**config.mk**
```make
export PLATFORM = sky130hd
export DESIGN_NAME = spike_rate_decoder
export DESIGN_NICKNAME = d
export VERILOG_FILES = /design/src/rtl/snn_pkg.sv /design/src/rtl/sat_counter.sv /design/src/rtl/spike_rate_decoder.sv
export SDC_FILE = /design/constraint.sdc
export NUM_CORES = 1
export LEC_CHECK = 0
export CAP_MARGIN = 40
export CORE_MARGIN = 2
export CORE_UTILIZATION = 51
export CTS_BUF_LIST = sky130_fd_sc_hd__clkbuf_8
export DETAILED_ROUTE_END_ITERATION = 7
export PLACE_DENSITY = 0.81
export SETUP_SLACK_MARGIN = 0.4
export SLEW_MARGIN = 20
export SYNTH_ARGS = -nofsm -noshare
export SYNTH_HDL_FRONTEND = slang
export SYNTH_SLANG_ARGS = --single-unit
```
**constraint.sdc**
```tcl
create_clock -name clk -period 3.2 [get_ports clk]
set_input_delay 0.96 -clock clk [delete_from_list [all_inputs] [get_ports clk]]
set_output_delay 0.96 -clock clk [all_outputs]
set_load 0.02 [all_outputs]
```
**src/rtl/snn_pkg.sv**
```systemverilog
// Shared definitions for the spiking-network decode blocks: FSM encoding and
// the sentinel reported as first_spike_time when a window saw no spike.
package snn_pkg;

  localparam int unsigned STATE_W = 2;
  localparam int unsigned MAX_W   = 32;

  typedef logic [STATE_W-1:0] state_t;

  localparam logic [STATE_W-1:0] ST_IDLE  = 2'd0;
  localparam logic [STATE_W-1:0] ST_COUNT = 2'd1;
  localparam logic [STATE_W-1:0] ST_HOLD  = 2'd2;

  // Truncate to the field width at the use site; all-ones at any width.
  localparam logic [MAX_W-1:0] NO_SPIKE_TIME = '1;

endpackage

```
**src/rtl/sat_counter.sv**
```systemverilog
// Saturating up-counter with a sticky overflow flag, set by any increment
// that arrives while the count is already at its maximum.
module sat_counter #(
  parameter int unsigned W = 16
) (
  input  logic         clk,
  input  logic         reset_n,
  input  logic         clear,
  input  logic         inc,
  output logic [W-1:0] count,
  output logic         overflow
);

  localparam logic [W-1:0] COUNT_MAX = '1;

  always_ff @(posedge clk or negedge reset_n) begin
    if (!reset_n) begin
      count    <= '0;
      overflow <= 1'b0;
    end else if (clear) begin
      count    <= '0;
      overflow <= 1'b0;
    end else if (inc) begin
      if (count == COUNT_MAX) begin
        overflow <= 1'b1;
      end else begin
        count <= count + W'(1);
      end
    end
  end

endmodule

```
**src/rtl/spike_rate_decoder.sv**
```systemverilog
// Decodes a spike train over a fixed-length window into a rate (spike count)
// and a latency (index of the first spike), held until the consumer accepts.
module spike_rate_decoder
  import snn_pkg::*;
#(
  parameter int unsigned W = 16
) (
  input  logic         clk,
  input  logic         reset_n,
  input  logic         spike_in,
  input  logic         start,
  input  logic         abort,
  input  logic [W-1:0] window_len,
  input  logic         result_ready,
  output logic         busy,
  output logic         result_valid,
  output logic [W-1:0] spike_count,
  output logic [W-1:0] first_spike_time,
  output logic         no_spike,
  output logic         overflow
);

  localparam logic [W-1:0] NO_SPIKE_W = W'(NO_SPIKE_TIME);

  state_t       state;
  state_t       state_next;
  logic [W-1:0] captured_len;
  logic [W-1:0] timer;
  logic         first_seen;
  logic         last_index;
  logic         cnt_clear;
  logic         cnt_inc;
  logic         win_open;
  logic         win_step;
  logic         win_done;

  // State register
  always_ff @(posedge clk or negedge reset_n) begin
    if (!reset_n) begin
      state <= ST_IDLE;
    end else begin
      state <= state_next;
    end
  end

  // Next-state and counter control
  always_comb begin
    state_next = state;
    cnt_clear  = 1'b0;
    cnt_inc    = 1'b0;
    last_index = (timer == (captured_len - W'(1)));
    case (state)
      ST_IDLE: begin
        if (start && (window_len != '0)) begin
          state_next = ST_COUNT;
          cnt_clear  = 1'b1;
        end
      end
      ST_COUNT: begin
        // Abort wins over completion: the final spike is not counted either.
        if (abort) begin
          state_next = ST_IDLE;
        end else begin
          cnt_inc = spike_in;
          if (last_index) begin
            state_next = ST_HOLD;
          end
        end
      end
      ST_HOLD: begin
        if (result_ready) begin
          state_next = ST_IDLE;
        end
      end
      default: begin
        state_next = ST_IDLE;
      end
    endcase
  end

  assign win_open = (state == ST_IDLE)  && (state_next == ST_COUNT);
  assign win_step = (state == ST_COUNT) && !abort;
  assign win_done = (state == ST_COUNT) && (state_next == ST_HOLD);

  // Window bookkeeping and held result fields
  always_ff @(posedge clk or negedge reset_n) begin
    if (!reset_n) begin
      busy             <= 1'b0;
      result_valid     <= 1'b0;
      captured_len     <= '0;
      timer            <= '0;
      first_seen       <= 1'b0;
      first_spike_time <= NO_SPIKE_W;
      no_spike         <= 1'b0;
    end else begin
      busy         <= (state_next == ST_COUNT);
      result_valid <= (state_next == ST_HOLD);
      if (win_open) begin
        captured_len <= window_len;
        timer        <= '0;
        first_seen   <= 1'b0;
      end
      if (win_step) begin
        timer <= timer + W'(1);
        if (spike_in && !first_seen) begin
          first_seen       <= 1'b1;
          first_spike_time <= timer;
        end
      end
      if (win_done) begin
        no_spike <= !(first_seen || spike_in);
        if (!(first_seen || spike_in)) begin
          first_spike_time <= NO_SPIKE_W;
        end
      end
    end
  end

  sat_counter #(
    .W (W)
  ) u_count (
    .clk      (clk),
    .reset_n  (reset_n),
    .clear    (cnt_clear),
    .inc      (cnt_inc),
    .count    (spike_count),
    .overflow (overflow)
  );

endmodule

```
==> results of run 1 <==
[per-stage QoR]
stage	power [mW]	cells	setup WS [ps]
finish	2.49	617	385
global route	2.61	617	299
CTS	2.45	614	391
detailed placement	1.64	582	167
global placement	1.63	582	216
floorplan	1.46	445	348
[cells in the final DEF (no fill, tap or decap), types with 3 or more instances in the layout]
cell             instances
a21oi_1                 12
a31oi_1                  4
and3_1                   7
and4_1                   4
buf_4                   28
clkbuf_8                10
clkdlybuf4s50_1         56
dfrtp_1                 47
dfrtp_2                  8
dfstp_2                 16
inv_1                    7
nand2_1                 77
nand2b_1                 6
nand3_1                 23
nand3_2                 13
nand4_1                 10
nor2_1                  36
nor3_1                   6
nor4_1                   8
o21ai_0                 48
o32ai_1                  3
or4_4                    5
xnor2_1                 16
xor2_1                  15
[critical path: stages (launching register included)]
cell	delay, ps
dfrtp_2	440
buf_4	150
or2_2	320
o31a_1	320
a2111oi_4	200
nand4_1	120
or4_4	540
or4_4	560
nand3_2	100
[timing repair]
action,4_1_cts,5_1_grt
setup buffers,14,3
gates resized for setup,13,10
cloned,2,0
hold buffers,0,0
pin swaps,6,3
endpoints found under the setup margin,17,17
[path summary, 6_finish.rpt]
check | start | end | slack, ps
min in group clk | u_count.overflow | u_count.overflow | 500
worst max register to register | captured_len[3] | first_spike_time[6] | 390
worst min register to register | u_count.overflow | u_count.overflow | 500
worst max-delay path | captured_len[3] | first_spike_time[6] | 390
max in group asynchronous | reset_n | first_spike_time[1] | 1960
worst min-delay path | reset_n | captured_len[0] | 480
[power by group through the flow]
stage                     clock, mW  sequential [mW]  combinational (mW)
after global placement            0             1.14               0.498
after global routing          0.785             1.13               0.697
after floorplan                   0             1.09               0.366
final                         0.735             1.12               0.641
after detailed placement          0             1.14               0.505
after CTS                     0.741             1.11               0.594
[sequential cells by signal, indices dropped and copies added (netlist names)]
| register | count |
|---|---|
| result_valid | 1 |
| busy | 1 |
| u_count.overflow | 1 |
| captured_len | 16 |
| state | 2 |
| first_spike_time | 16 |
| u_count.count | 16 |
| no_spike | 1 |
| first_seen | 1 |
| timer | 16 |
[metal layers]
layer | track usage, % | up-vias | wire [µm]
li1 | - | 1712 | -
met1 | 34.7 | 1800 | 4600
met2 | 43.0 | 158 | 5100
met3 | 6.56 | 22 | 694
met4 | 7.32 | 0 | 198
met5 | 0 | - | 0
[kinds of logic (layout without fill, tap and decap cells)]
kind of cell	count (synthesis)	after routing	synth area share, %
flip-flops	71	71	46.1
AND/OR/NAND/NOR	215	217	28.0
XOR/XNOR	31	31	6.97
buffers and inverters	38	109	4.37
AO/OA/AOI/OAI	85	85	13.1
multiplexers	2	2	0.514
adder cells (fa/ha/maj)	3	3	0.963
[area by class of cell]
type / count / share of cell area (%)
inverter: 8 / 0.699
timing repair buffer: 85 / 15.5
sequential: 71 / 36.1
clock inverter: 6 / 1.22
tap: 99 / 2.47
clock buffer: 10 / 2.75
multi-input combinational: 338 / 41.3
[synthesized netlist by cell type, types with 10 or more instances]
library cell,n
nor4_1,11
clkbuf_1,24
o21ai_0,48
nand3_1,27
xor2_1,15
nand4_1,10
dfstp_2,16
nand2_1,77
xnor2_1,16
a21oi_1,12
dfrtp_1,55
nor2_1,36
==> results.py, run 1 <==
metrics = {
    "worst_setup_path": {
        "cp.arrival_ps": 3100,
        "end_kind": "register",
        "crit_type": "reg -> reg",
        "cp_max_fo": 4,
        "reg2reg_depth": 8,
        "cp-start-kind": "register",
        "worstPathRequired_ps": 3490,
    },
    "final_layout": {
        "drive_above_1_share_pct": 19.5,
        "multi_input_area_um2": 2070,
        "fin_area_um2": 5010,
        "fill_cells": 594,
        "regArea_um2": 1810,
        "nets": 538,
        "diodes": 0,
        "area_delta_synth_final_pct": 28.5,
        "postLayoutCoreUtil_pct": 68.3,
    },
    "sta": {
        "grt_setup_unrepaired": "yes",
        "setup_tns_ps": 0,
        "tightest_slew_ps": 601,
        "relSlewSlack_pct": 59.9,
        "setup_viol": 0,
        "fin_crit_ps": 2810,
        "fmax_ghz": 0.355,
        "drv_slew": 0,
        "finalHoldWorstSlack_ps": 478,
        "hold_viol": 0,
        "skew_ps": 13.8,
        "finalCritPeriodShare_pct": 88.0,
    },
    "cts": {
        "cts_tree": "done",
        "clock_latency_ps": 350,
        "htree_levels": 3,
        "clk_pin_slew_worst_paths_ps": 80,
        "clock_sinks": 71,
        "cts_buffers": 9,
        "clockBufferDepth": 2,
        "clockRootBuffer": "clkbuf_8",
    },
    "logic_synthesis": {
        "ys_seq_elements": 71,
        "synth_edf_count": 0,
        "synth_area_leaders": "dfrtp_1, dfstp_2, nand2_1",
        "synth_top_area_cell": "dfrtp_1",
        "synth_nets": 470,
        "synthCells": 445,
        "avgSynthCellArea_um2": 8.76,
        "yosysTopAreaCellShare_pct": 35.3,
        "synth-async-reset-ratio_pct": 100,
        "synth_cell_types": 55,
        "dominantRegCellSynth": "dfrtp_1",
        "seq_area_frac_synth_pct": 46.1,
        "synth-warning-count": 0,
        "synth_area_um2": 3900,
    },
    "pwr": {
        "power.share.sequential_pct": 44.8,
        "powerDensity_nw_per_um2": 498,
        "pwr-share-comb_pct": 25.7,
        "intPower_mw": 1.67,
        "p_sw_share_pct": 33.1,
        "switchingPower_mw": 0.826,
        "p_leak_nw": 2.15,
        "pwr-share-clk_pct": 29.5,
        "ir_drop_v": 0.000274,
    },
    "global_route": {
        "grt-ovfl-total": 0,
        "first_global_vias": 3521,
        "antenna_found_initial": 0,
        "grt.total_usage_pct": 26.3,
        "grt_pass1_wl_um": 17500,
        "grt_max_degree": 39,
    },
    "detailed_routing": {
        "vias": 3692,
        "wire_per_inst_um": 17.2,
        "post-route-drc-count": 0,
        "drtIter0Drc": 375,
        "ant_nets": 0,
        "drt-total-wl_um": 10600,
        "vias_per_cell": 5.98,
        "dr.pass1.iters": 5,
    },
    "floorplan": {
        "rows": 31,
        "core_um2": 7330,
        "die_w_um": 91.4,
        "ioPinCount": 58,
        "initial_utilization_pct": 53.1,
        "die_y_um": 91.4,
        "die-area_um2": 8350,
    },
    "placed_design": {
        "gp_congestion": 0.853,
        "hpwlAfterDp_um": 7090,
        "placed_cell_area_um2": 4580,
        "portBuffers": 57,
    },
    "status": {
        "status": "completed",
    },
    "min_path": {
        "hold_class": "in -> async",
    },
    "flow_run": {
        "maxCapViolCount": 0,
    },
}
Power figures use the tool's default switching activity.
==> inputs of run 2 (changes only) <==
--- a/config.mk
+++ b/config.mk
@@ -7,10 +7,10 @@
 export LEC_CHECK = 0
 export CAP_MARGIN = 40
 export CORE_MARGIN = 2
-export CORE_UTILIZATION = 51
+export CORE_UTILIZATION = 55
 export CTS_BUF_LIST = sky130_fd_sc_hd__clkbuf_8
 export DETAILED_ROUTE_END_ITERATION = 7
-export PLACE_DENSITY = 0.81
+export PLACE_DENSITY = 0.83
 export SETUP_SLACK_MARGIN = 0.4
 export SLEW_MARGIN = 20
 export SYNTH_ARGS = -nofsm -noshare
==> constraint.sdc (replaced) <==
create_clock -name clk -period 3.45 [get_ports clk]
set_input_delay 1.035 -clock clk [delete_from_list [all_inputs] [get_ports clk]]
set_output_delay 1.035 -clock clk [all_outputs]
set_load 0.02 [all_outputs]
==> results.py, run 2 (same netlist as run 1, synthesis figures left out) <==
metrics = {
    "global_route": {
        "grt-ovfl-total": 0,
        "grt.total_usage_pct": 29.0,
        "grt_max_degree": 42,
        "grt_pass1_wl_um": 17500,
        "antenna_found_initial": 0,
        "first_global_vias": 3632,
    },
    "sta": {
        "finalCritPeriodShare_pct": 86.5,
        "skew_ps": 8.07,
        "setup_viol": 0,
        "grt_setup_unrepaired": "no",
        "fmax_ghz": 0.335,
        "drv_slew": 0,
        "tightest_slew_ps": 634,
        "fin_crit_ps": 2980,
        "hold_viol": 0,
        "setup_tns_ps": 0,
        "relSlewSlack_pct": 57.6,
    },
    "detailed_routing": {
        "drtIter0Drc": 394,
        "vias_per_cell": 6.15,
        "dr.pass1.iters": 7,
        "vias": 3692,
        "drt-total-wl_um": 10500,
        "ant_nets": 0,
        "wire_per_inst_um": 17.6,
        "post-route-drc-count": 0,
    },
    "floorplan": {
        "die_w_um": 88.2,
        "die-area_um2": 7770,
        "ioPinCount": 58,
        "die_y_um": 88.2,
        "initial_utilization_pct": 57.0,
        "core_um2": 6830,
        "rows": 30,
    },
    "cts": {
        "clockBufferDepth": 2,
        "htree_levels": 3,
        "clock_latency_ps": 360,
        "clockRootBuffer": "clkbuf_8",
        "clk_pin_slew_worst_paths_ps": 90,
        "cts_buffers": 9,
        "cts_tree": "done",
        "cts.hold.buffers_added": 0,
        "clock_sinks": 71,
    },
    "final_layout": {
        "layout_common_cells": "nand2_1, clkdlybuf4s50_1, dfrtp_1, o21ai_0, nor2_1",
        "multi_input_area_um2": 2000,
        "postLayoutCoreUtil_pct": 71.4,
        "final_common_cell": "nand2_1",
        "area_delta_synth_final_pct": 25.1,
        "regArea_um2": 1800,
        "nets": 524,
        "fill_cells": 542,
        "diodes": 0,
        "drive_above_1_share_pct": 14.9,
    },
    "placed_design": {
        "hpwlAfterDp_um": 7130,
        "gp_congestion": 0.998,
        "portBuffers": 57,
    },
    "worst_setup_path": {
        "cp_max_fo": 7,
        "cp-start-kind": "register",
        "worstPathRequired_ps": 3750,
        "end_kind": "register",
        "cp.arrival_ps": 3280,
        "crit_type": "reg -> reg",
    },
    "flow_run": {
        "maxCapViolCount": 0,
    },
    "pwr": {
        "ir_drop_v": 0.000368,
        "powerDensity_nw_per_um2": 489,
        "p_leak_nw": 2.08,
    },
    "status": {
        "status": "completed",
    },
    "min_path": {
        "hold_class": "reg -> reg",
    },
}
==> run 2: cell types whose count changed in the layout (fill, tap and decap cells not counted), moves of 4 or more <==
cell,change
dfrtp_1,+6
nand3_1,+4
dfrtp_2,-6
nand3_2,-4
buf_4,-14
==> run 2: layout make-up <==
class	instances	share of cell area [%]
clock buffer	9	2.54
clock inverter	7	2.62
inverter	8	0.616
multi-input combinational	338	41.1
sequential	71	36.9
tap	96	2.46
timing repair buffer	71	13.8
==> run 2: routing by layer <==
metal	track usage [%]	part of all wire (%)
met1	37.1	41
met2	47.2	48
met3	5.84	7.5
met4	13.9	3.6
met5	0	0
==> run 2: worst paths after layout <==
kind                       slack [ps]                    to  depth (start not counted)              from
setup / recovery                  470  first_spike_time[15]                          9   captured_len[0]
max in group asynchronous        2320  first_spike_time[15]                          2           reset_n
min in group asynchronous         700       captured_len[0]                          2           reset_n
setup reg to reg                  470  first_spike_time[15]                          9   captured_len[0]
hold / removal                    510      captured_len[15]                          2  captured_len[15]
hold reg to reg                   510      captured_len[15]                          2  captured_len[15]
==> run 2: worst max-delay path, stage by stage (launching register included) <==
cell and delay (ps):
dfrtp_2 440, inv_2 90, ha_4 180, or4b_4 510, nor4_4 190, xnor2_1 170, nand4_1 110, or4_4 560
or4_4 560, nand3_1 110
==> run 2: what timing repair did <==
item / CTS / global route
resized for setup: 8 / 4
cloned: 2 / 0
hold endpoints to repair: 0 / 0
pin swaps: 2 / 5
endpoints found under the setup margin: 17 / 17
buffers inserted: 0 / 4
==> run 2: where the power goes <==
group	internal, mW	total (mW)	leakage [nW]	switching, mW
Sequential	0.913	1.04	0.897	0.130
Clock	0.490	0.842	0.126	0.352
Combinational	0.225	0.500	1.05	0.275
==> run 2: stage by stage <==
| step | std cells | setup slack, ps | area, µm² | hold WS (ps) | power (mW) |
|---|---|---|---|---|---|
| finish | 600 | 466 | 4870 | 510 | 2.39 |
| global route | 600 | 400 | 4870 | 527 | 2.49 |
| CTS | 596 | 407 | 4830 | 512 | 2.35 |
| detailed placement | 578 | 285 | 4530 | 484 | 1.50 |
| global placement | 578 | 357 | 4530 | 489 | 1.49 |
| floorplan | 445 | 403 | 3910 | 465 | 1.32 |
